`src/rtl/uart_input_loader.sv`:
```
// -----------------------------------------------------------------------------
// uart_input_loader
//
// Receives a framed input-vector update from a byte-wide UART receiver and
// loads it atomically into the registered redstone input vector, then
// returns an acknowledge byte through the UART transmitter.
//
// Frame: CMD_SET_INPUTS followed by NUM_BYTES data bytes, LSB byte first.
// A frame that stalls for TIMEOUT_CYCLES is abandoned with an error pulse.
//
// Ports
//   i_clk       single clock, rising edge
//   i_rst       asynchronous active-low reset
//   i_rx_valid  one-cycle strobe for a received byte
//   i_rx_data   received byte
//   i_tx_ready  transmitter idle
//   o_tx_start  one-cycle transmit request
//   o_tx_data   byte to transmit (ACK_BYTE while acknowledging, else 0)
//   o_inputs    registered input vector
//   o_update    pulse in the first cycle a new o_inputs value is visible
//   o_busy      high whenever a frame is in progress or being acknowledged
//   o_error     one-cycle pulse when a frame times out
//
// state | meaning
// IDLE  | waiting for the command byte, other bytes ignored
// RECV  | collecting data bytes into the shadow, timeout running
// APPLY | new vector visible on o_inputs, o_update high
// ACK   | offering ACK_BYTE until the transmitter accepts it
// -----------------------------------------------------------------------------
module uart_input_loader #(
    parameter int          NUM_INPUTS     = 10,
    parameter logic [7:0]  CMD_SET_INPUTS = 8'h02,
    parameter logic [7:0]  ACK_BYTE       = 8'h06,
    parameter int          TIMEOUT_CYCLES = 1000000
) (
    input  logic                  i_clk,
    input  logic                  i_rst,
    input  logic                  i_rx_valid,
    input  logic [7:0]            i_rx_data,
    input  logic                  i_tx_ready,
    output logic                  o_tx_start,
    output logic [7:0]            o_tx_data,
    output logic [NUM_INPUTS-1:0] o_inputs,
    output logic                  o_update,
    output logic                  o_busy,
    output logic                  o_error
);

    localparam int NUM_BYTES = (NUM_INPUTS + 7) / 8;
    localparam int BCNT_W    = (NUM_BYTES > 1) ? $clog2(NUM_BYTES + 1) : 1;
    localparam int TCNT_W    = $clog2(TIMEOUT_CYCLES + 1);

    typedef enum logic [1:0] {
        IDLE  = 2'd0,
        RECV  = 2'd1,
        APPLY = 2'd2,
        ACK   = 2'd3
    } state_t;

    state_t                  state, state_next;
    logic [BCNT_W-1:0]       byte_cnt;
    logic [TCNT_W-1:0]       tmo_cnt;
    logic [NUM_INPUTS-1:0]   shadow;
    logic [NUM_INPUTS-1:0]   shadow_next;
    logic                    cmd_seen;
    logic                    last_byte;
    logic                    timeout_hit;

    assign cmd_seen    = i_rx_valid && (i_rx_data == CMD_SET_INPUTS);
    assign last_byte   = (byte_cnt == BCNT_W'(NUM_BYTES - 1));
    // A strobe in the terminal cycle wins over the timeout.
    assign timeout_hit = (state == RECV) && !i_rx_valid &&
                         (tmo_cnt == TCNT_W'(TIMEOUT_CYCLES - 1));

    // Merge the incoming byte into its slot; bits beyond NUM_INPUTS have no
    // home in the shadow and simply fall away.
    always_comb begin
        shadow_next = shadow;
        for (int i = 0; i < NUM_INPUTS; i++) begin
            if (BCNT_W'(i / 8) == byte_cnt) begin
                shadow_next[i] = i_rx_data[i % 8];
            end
        end
    end

    // State register
    always_ff @(posedge i_clk or negedge i_rst) begin
        if (!i_rst) begin
            state <= IDLE;
        end else begin
            state <= state_next;
        end
    end

    // Next-state logic
    always_comb begin
        state_next = state;
        case (state)
            IDLE: begin
                if (cmd_seen) begin
                    state_next = RECV;
                end
            end
            RECV: begin
                if (i_rx_valid && last_byte) begin
                    state_next = APPLY;
                end else if (timeout_hit) begin
                    state_next = IDLE;
                end
            end
            APPLY: begin
                state_next = ACK;
            end
            ACK: begin
                if (i_tx_ready) begin
                    state_next = IDLE;
                end
            end
            default: begin
                state_next = IDLE;
            end
        endcase
    end

    // Output logic
    always_comb begin
        o_busy     = (state != IDLE);
        o_update   = (state == APPLY);
        o_tx_start = (state == ACK) && i_tx_ready;
        o_tx_data  = (state == ACK) ? ACK_BYTE : 8'h00;
    end

    // Datapath: counters, shadow, output vector, error pulse
    always_ff @(posedge i_clk or negedge i_rst) begin
        if (!i_rst) begin
            byte_cnt <= '0;
            tmo_cnt  <= '0;
            shadow   <= '0;
            o_inputs <= '0;
            o_error  <= 1'b0;
        end else begin
            o_error <= timeout_hit;
            case (state)
                IDLE: begin
                    if (cmd_seen) begin
                        byte_cnt <= '0;
                        tmo_cnt  <= '0;
                        shadow   <= '0;
                    end
                end
                RECV: begin
                    if (i_rx_valid) begin
                        tmo_cnt <= '0;
                        if (last_byte) begin
                            // Captured on the edge into APPLY so the new
                            // vector and o_update share the APPLY cycle.
                            o_inputs <= shadow_next;
                            shadow   <= '0;
                            byte_cnt <= '0;
                        end else begin
                            shadow   <= shadow_next;
                            byte_cnt <= byte_cnt + BCNT_W'(1);
                        end
                    end else if (timeout_hit) begin
                        shadow   <= '0;
                        byte_cnt <= '0;
                        tmo_cnt  <= '0;
                    end else begin
                        tmo_cnt <= tmo_cnt + TCNT_W'(1);
                    end
                end
                default: begin
                end
            endcase
        end
    end

endmodule

```
`config.mk`:
```
export PLATFORM = sky130hd
export DESIGN_NAME = uart_input_loader
export DESIGN_NICKNAME = d
export VERILOG_FILES = /design/src/rtl/uart_input_loader.sv
export SDC_FILE = /design/constraint.sdc
export NUM_CORES = 1
export LEC_CHECK = 0
export ABC_AREA = 1
export CAP_MARGIN = 15
export CORE_MARGIN = 2
export CORE_UTILIZATION = 50
export DETAILED_ROUTE_END_ITERATION = 8
export PLACE_DENSITY = 0.74
export SYNTH_ARGS = -nofsm -noshare
export SYNTH_HDL_FRONTEND = slang
export SYNTH_SLANG_ARGS = --single-unit
```
`constraint.sdc`:
```
create_clock -name i_clk -period 1.75 [get_ports i_clk]
set_input_delay 0.4375 -clock i_clk [delete_from_list [all_inputs] [get_ports i_clk]]
set_output_delay 0.4375 -clock i_clk [all_outputs]
set_load 0.02 [all_outputs]
```
# [After elaboration in Yosys (flattened, before gate mapping)]
# Cells that the tools add are included.
[totals] input_bits=12 reg_bits=45 output_inout_bits=22 elab_cells=62
[op_classes] n_addsub=2 eq_ne=11 mux=29 reduce_logical=14
[op_table] op="$mux W20" count=3
[op_table] op="$mux W10" count=4
[op_table] op="$pmux W20 S2" count=1
[op_table] op="$add A20 B1 Y20 const B" count=1
[op_table] op="$eq A20 B20 Y1 const B" count=1
[op_table] op="$pmux W10 S2" count=1
[op_table] op="$mux W2" count=7
[op_table] op="$mux W1" count=10
[op_table] op="$reduce_and A3 Y1" count=3
[op_table] op="$eq A8 B2 Y1 const B" count=1
[op_table] op="$pmux W2 S4" count=1
[op_table] op="$logic_and A1 B1 Y1" count=5
[op_table] op="$eq A2 B1 Y1 const B" count=2
[op_table] op="$eq A2 B2 Y1 const B" count=2
[op_table] op="$logic_not A2 Y1" count=2
[op_table] op="$ne A2 B2 Y1 const B" count=2
[op_table] op="$pmux W2 S2" count=1
[op_table] op="$reduce_bool A2 Y1" count=2
[op_table] op="$mux W3" count=1
[op_table] op="$ne A3 B2 Y1 const B" count=1
[op_table] op="$ne A3 B3 Y1 const B" count=1
[op_table] op="$add A2 B1 Y2 const B" count=1
[op_table] op="$eq A1 B2 Y1 const A" count=1
[op_table] op="$reduce_and A2 Y1" count=1
[op_table] op="$logic_not A1 Y1" count=1

# [Longest topological paths before layout]
[logic_depth] ltp_word=6 ltp_mapped=10 ltp_nobuf=9

# [Worst setup path after synthesis]
# No wires, ideal clock.
[synth_timing] kind="reg2reg" start="reg tmo_cnt[0]" end="reg tmo_cnt[16]" required_time_ps=1679 path_buffers=0 path_slack_ps=326 setup_time_ps=71 synth_period_minus_slack_ps=1424 arrival_ps=1353 stages_incl_launch_ff=10 path_cell_list="dfrtp_1 ha_1 nand2_1 nor2_1 nand2_1 nor3_4 nand3_1 nand2_1 inv_1 nor2_1"
[synth_via] elab_chain_cells=5 word_cells_on_any_way=6 cone_classes="1 x add/sub; 1 x eq/ne; 3 x mux; 1 x reduce/logical"
[synth_rtl] item="start, declared" line_no="62" rtl="logic [TCNT_W-1:0] tmo_cnt;"
[synth_rtl] item="start signal, assigned" line_no="169" rtl="tmo_cnt <= tmo_cnt + TCNT_W'(1);"
[synth_rtl] item="parallel branches: the longest is 2 deep, another holds $add A20 B1 Y20"
[synth_rtl] item="$mux W20 (*)" line_no="164" rtl="end else if (timeout_hit) begin"
[synth_rtl] item="$mux W20 (*)" line_no="152" rtl="if (i_rx_valid) begin"
[synth_rtl] item="$pmux W20 S2 (*)" line_no="143" rtl="case (state)"
# Every way passes the cells marked *.
# A chain may end at the register's enable or synchronous reset.

# [Worst setup path in the final report]
[layout_timing] start="reg o_inputs[8]" end="out o_inputs[8]"
[layout_lines] item="start, declared" line_no="43" rtl="output logic [NUM_INPUTS-1:0] o_inputs,"
[layout_lines] item="start signal, assigned" line_no="157" rtl="o_inputs <= shadow_next;"
# No word-level cell between the ends.

==> impl_metrics.ini <==
[outcome]
run_status = finished, final reports clean

[detailed_routing]
post_drt_wl_per_cell_um = 11.6
vias = 2336
via_per_inst = 5.00
drtAntennaViolNets = 0
dr.pass1.iters = 4
drt_wl_total_mm = 5.41
drc = 0
drtIter0Drc = 201

[floorplanning]
dieArea_mm2 = 0.00554
core-area_mm2 = 0.00475
start_util = 0.522
die_w_um = 74.4
ioPinCount = 34
die_y_um = 74.4
row_count = 25

[timing]
finalSetupViolations = 0
clock.fmax_mhz = 583
setup_slack_ns = 0.0334
slew_violations = 0
period_minus_slack_ns = 1.72
fin_setup_tns_ns = 0
hold_violations = 0
rsz0062_at_grt = true
finClkSkew_ns = 0.00721
min_period_over_period = 0.981

[clock_network]
root_buffer = clkbuf_8
cts_buffer_depth = 2
cts_sinks = 44
insertion_delay_ns = 0.30
cts_tree = built
cts_hold_buf = 0
cts_buffers = 5
h-tree-depth = 2
path_clk_slew_ns = 0.08

[critical_path]
crit_family = buffers and inverters
cp_max_fo = 2
crit_type = flop to primary output
ff2ff_path_depth = 7
cpPeakStageDelay_ns = 0.61
crit_arrival_ns = 1.28
critPathBufInv = 1
cp-start-kind = flop
slowest_stage = clkdlybuf4s50_1
end_kind = primary output
regToRegSetupSlack_ns = 0.12
worstReg2RegStart = tmo_cnt[0]$_DFFE_PN0P_
worstPathRequired_ns = 1.31
crit_chain = clkdlybuf4s50_1
timing.rr.end = byte_cnt[1]$_DFFE_PN0P_

[yosys]
synth_flop_cell = dfrtp_1
synth_area_mm2 = 0.00248
synth_area_per_cell_um2 = 7.17
ys_warn_count = 0
synth_edf_count = 0
synth-async-reset-ratio = 1.00
ys_seq_elements = 44
ys_seq_area_frac = 0.444
synthCells = 346
synth_cell_type_count = 28

[global_routing]
grt_max_degree = 45
grt_pass1_vias = 1993
overflow = 0
grt_usage = 0.209
antenna_found_initial = 0
grt_pass1_wl_mm = 8.94

[cells_and_area]
final_common_cell = nand2_1
fillers = 423
layout_common_cells = nand2_1, nor2_1, dfrtp_1
nets = 412
area_growth_pct = 24.5
layout-drive-gt1-share = 0.138
n_antenna_cell = 0

[pwr]
powerDensity_mw_per_mm2 = 1270
finalPower_mw = 3.93
irDropWorstVdd_mv = 0.792
p_leak_nw = 1.56

[place]
hpwl_mm = 3.94
gp_congestion = 0.926
numPortBuffers = 27
pre_cts_ws_ns = -0.318

[hold_path]
hold_class = input port to asynchronous set/reset pin

[job]
cap_violations = 0
-- how the worst max path moves through the flow --
stage	from	end	slack [ns]	depth (start not counted)
after global routing	i_rx_data[3]	tmo_cnt[17]$_DFFE_PN0P_	-0.01	11
after floorplan	tmo_cnt[0]$_DFFE_PN0P_	tmo_cnt[16]$_DFFE_PN0P_	0.33	9
after CTS	o_inputs[7]$_DFFE_PN0P_	o_inputs[7]	0.02	1
final	o_inputs[8]$_DFFE_PN0P_	o_inputs[8]	0.03	1
after global placement	i_tx_ready	o_tx_start	-0.31	4
after detailed placement	i_tx_ready	o_tx_start	-0.32	4
-- report_power, final --
part	switching, mW	leakage (nW)	internal [mW]	total (mW)
logic	1.07	0.931	0.744	1.82
clock network	0.347	0.0445	0.321	0.668
registers	0.177	0.587	1.27	1.45
total	1.60	1.56	2.33	3.93
-- sequential cells by signal, summed over array words and instances (netlist names), named ones only --
signal / cells
byte_cnt: 2
o_error: 1
o_inputs: 10
shadow: 9
state: 1
tmo_cnt: 20
-- kinds of logic after synthesis --
family | synth area share
xor gates and xnor gates | 0.00706
DFF | 0.444
buffers and inverters | 0.0988
adders and majority gates | 0.00504
AOI/OAI and AO/OA | 0.0646
other | 0.00151
and+or+nand+nor | 0.379
-- layout make-up --
class                      instances  area (µm²)  area share
multi-input combinational        257        1180       0.383
clock buffer                       7        86.3      0.0280
clock inverter                     1        7.51     0.00243
timing repair buffer              54         488       0.158
tap                               67        83.8      0.0271
inverter                          37         139      0.0450
sequential                        44        1100       0.357
-- synthesized netlist by cell type, drive strengths merged, types with 2 or more instances --
master    n  area, µm²
nor2     64        260
dfrtp    44       1100
nand3    21        105
nand2   115        452
a31oi     3       18.8
nand4    11       68.8
xor2      2       17.5
buf      13        106
inv      37        139
a21oi    13       65.1
o21ai     9       45.0
nor3      6       41.3
-- routing by layer --
metal  global-route usage  wire [µm]  vias up
met5                    0          0        -
met4               0.0595         69        0
met3               0.0366        279        7
met2                0.320       2430       74
met1                0.306       2630     1069
li1                     -          -     1186
-- through the flow --
stage	hold WS [ns]	std cells	area (µm²)	utilization
final	0.0954	467	3090	0.649
after global routing	0.120	467	3090	0.649
after CTS	0.109	466	3050	0.642
after detailed placement	0.433	458	2960	0.623
after global placement	0.438	458	2960	0.623
after floorplan	0.142	351	2500	-
-- what timing repair did --
action,CTS,global route
hold endpoints to repair,0,0
pin swaps,0,1
gates resized for setup,7,10
setup buffers,0,1
gates cloned,0,0
setup endpoints to repair,5,28
Power figures use the tool's default switching activity.
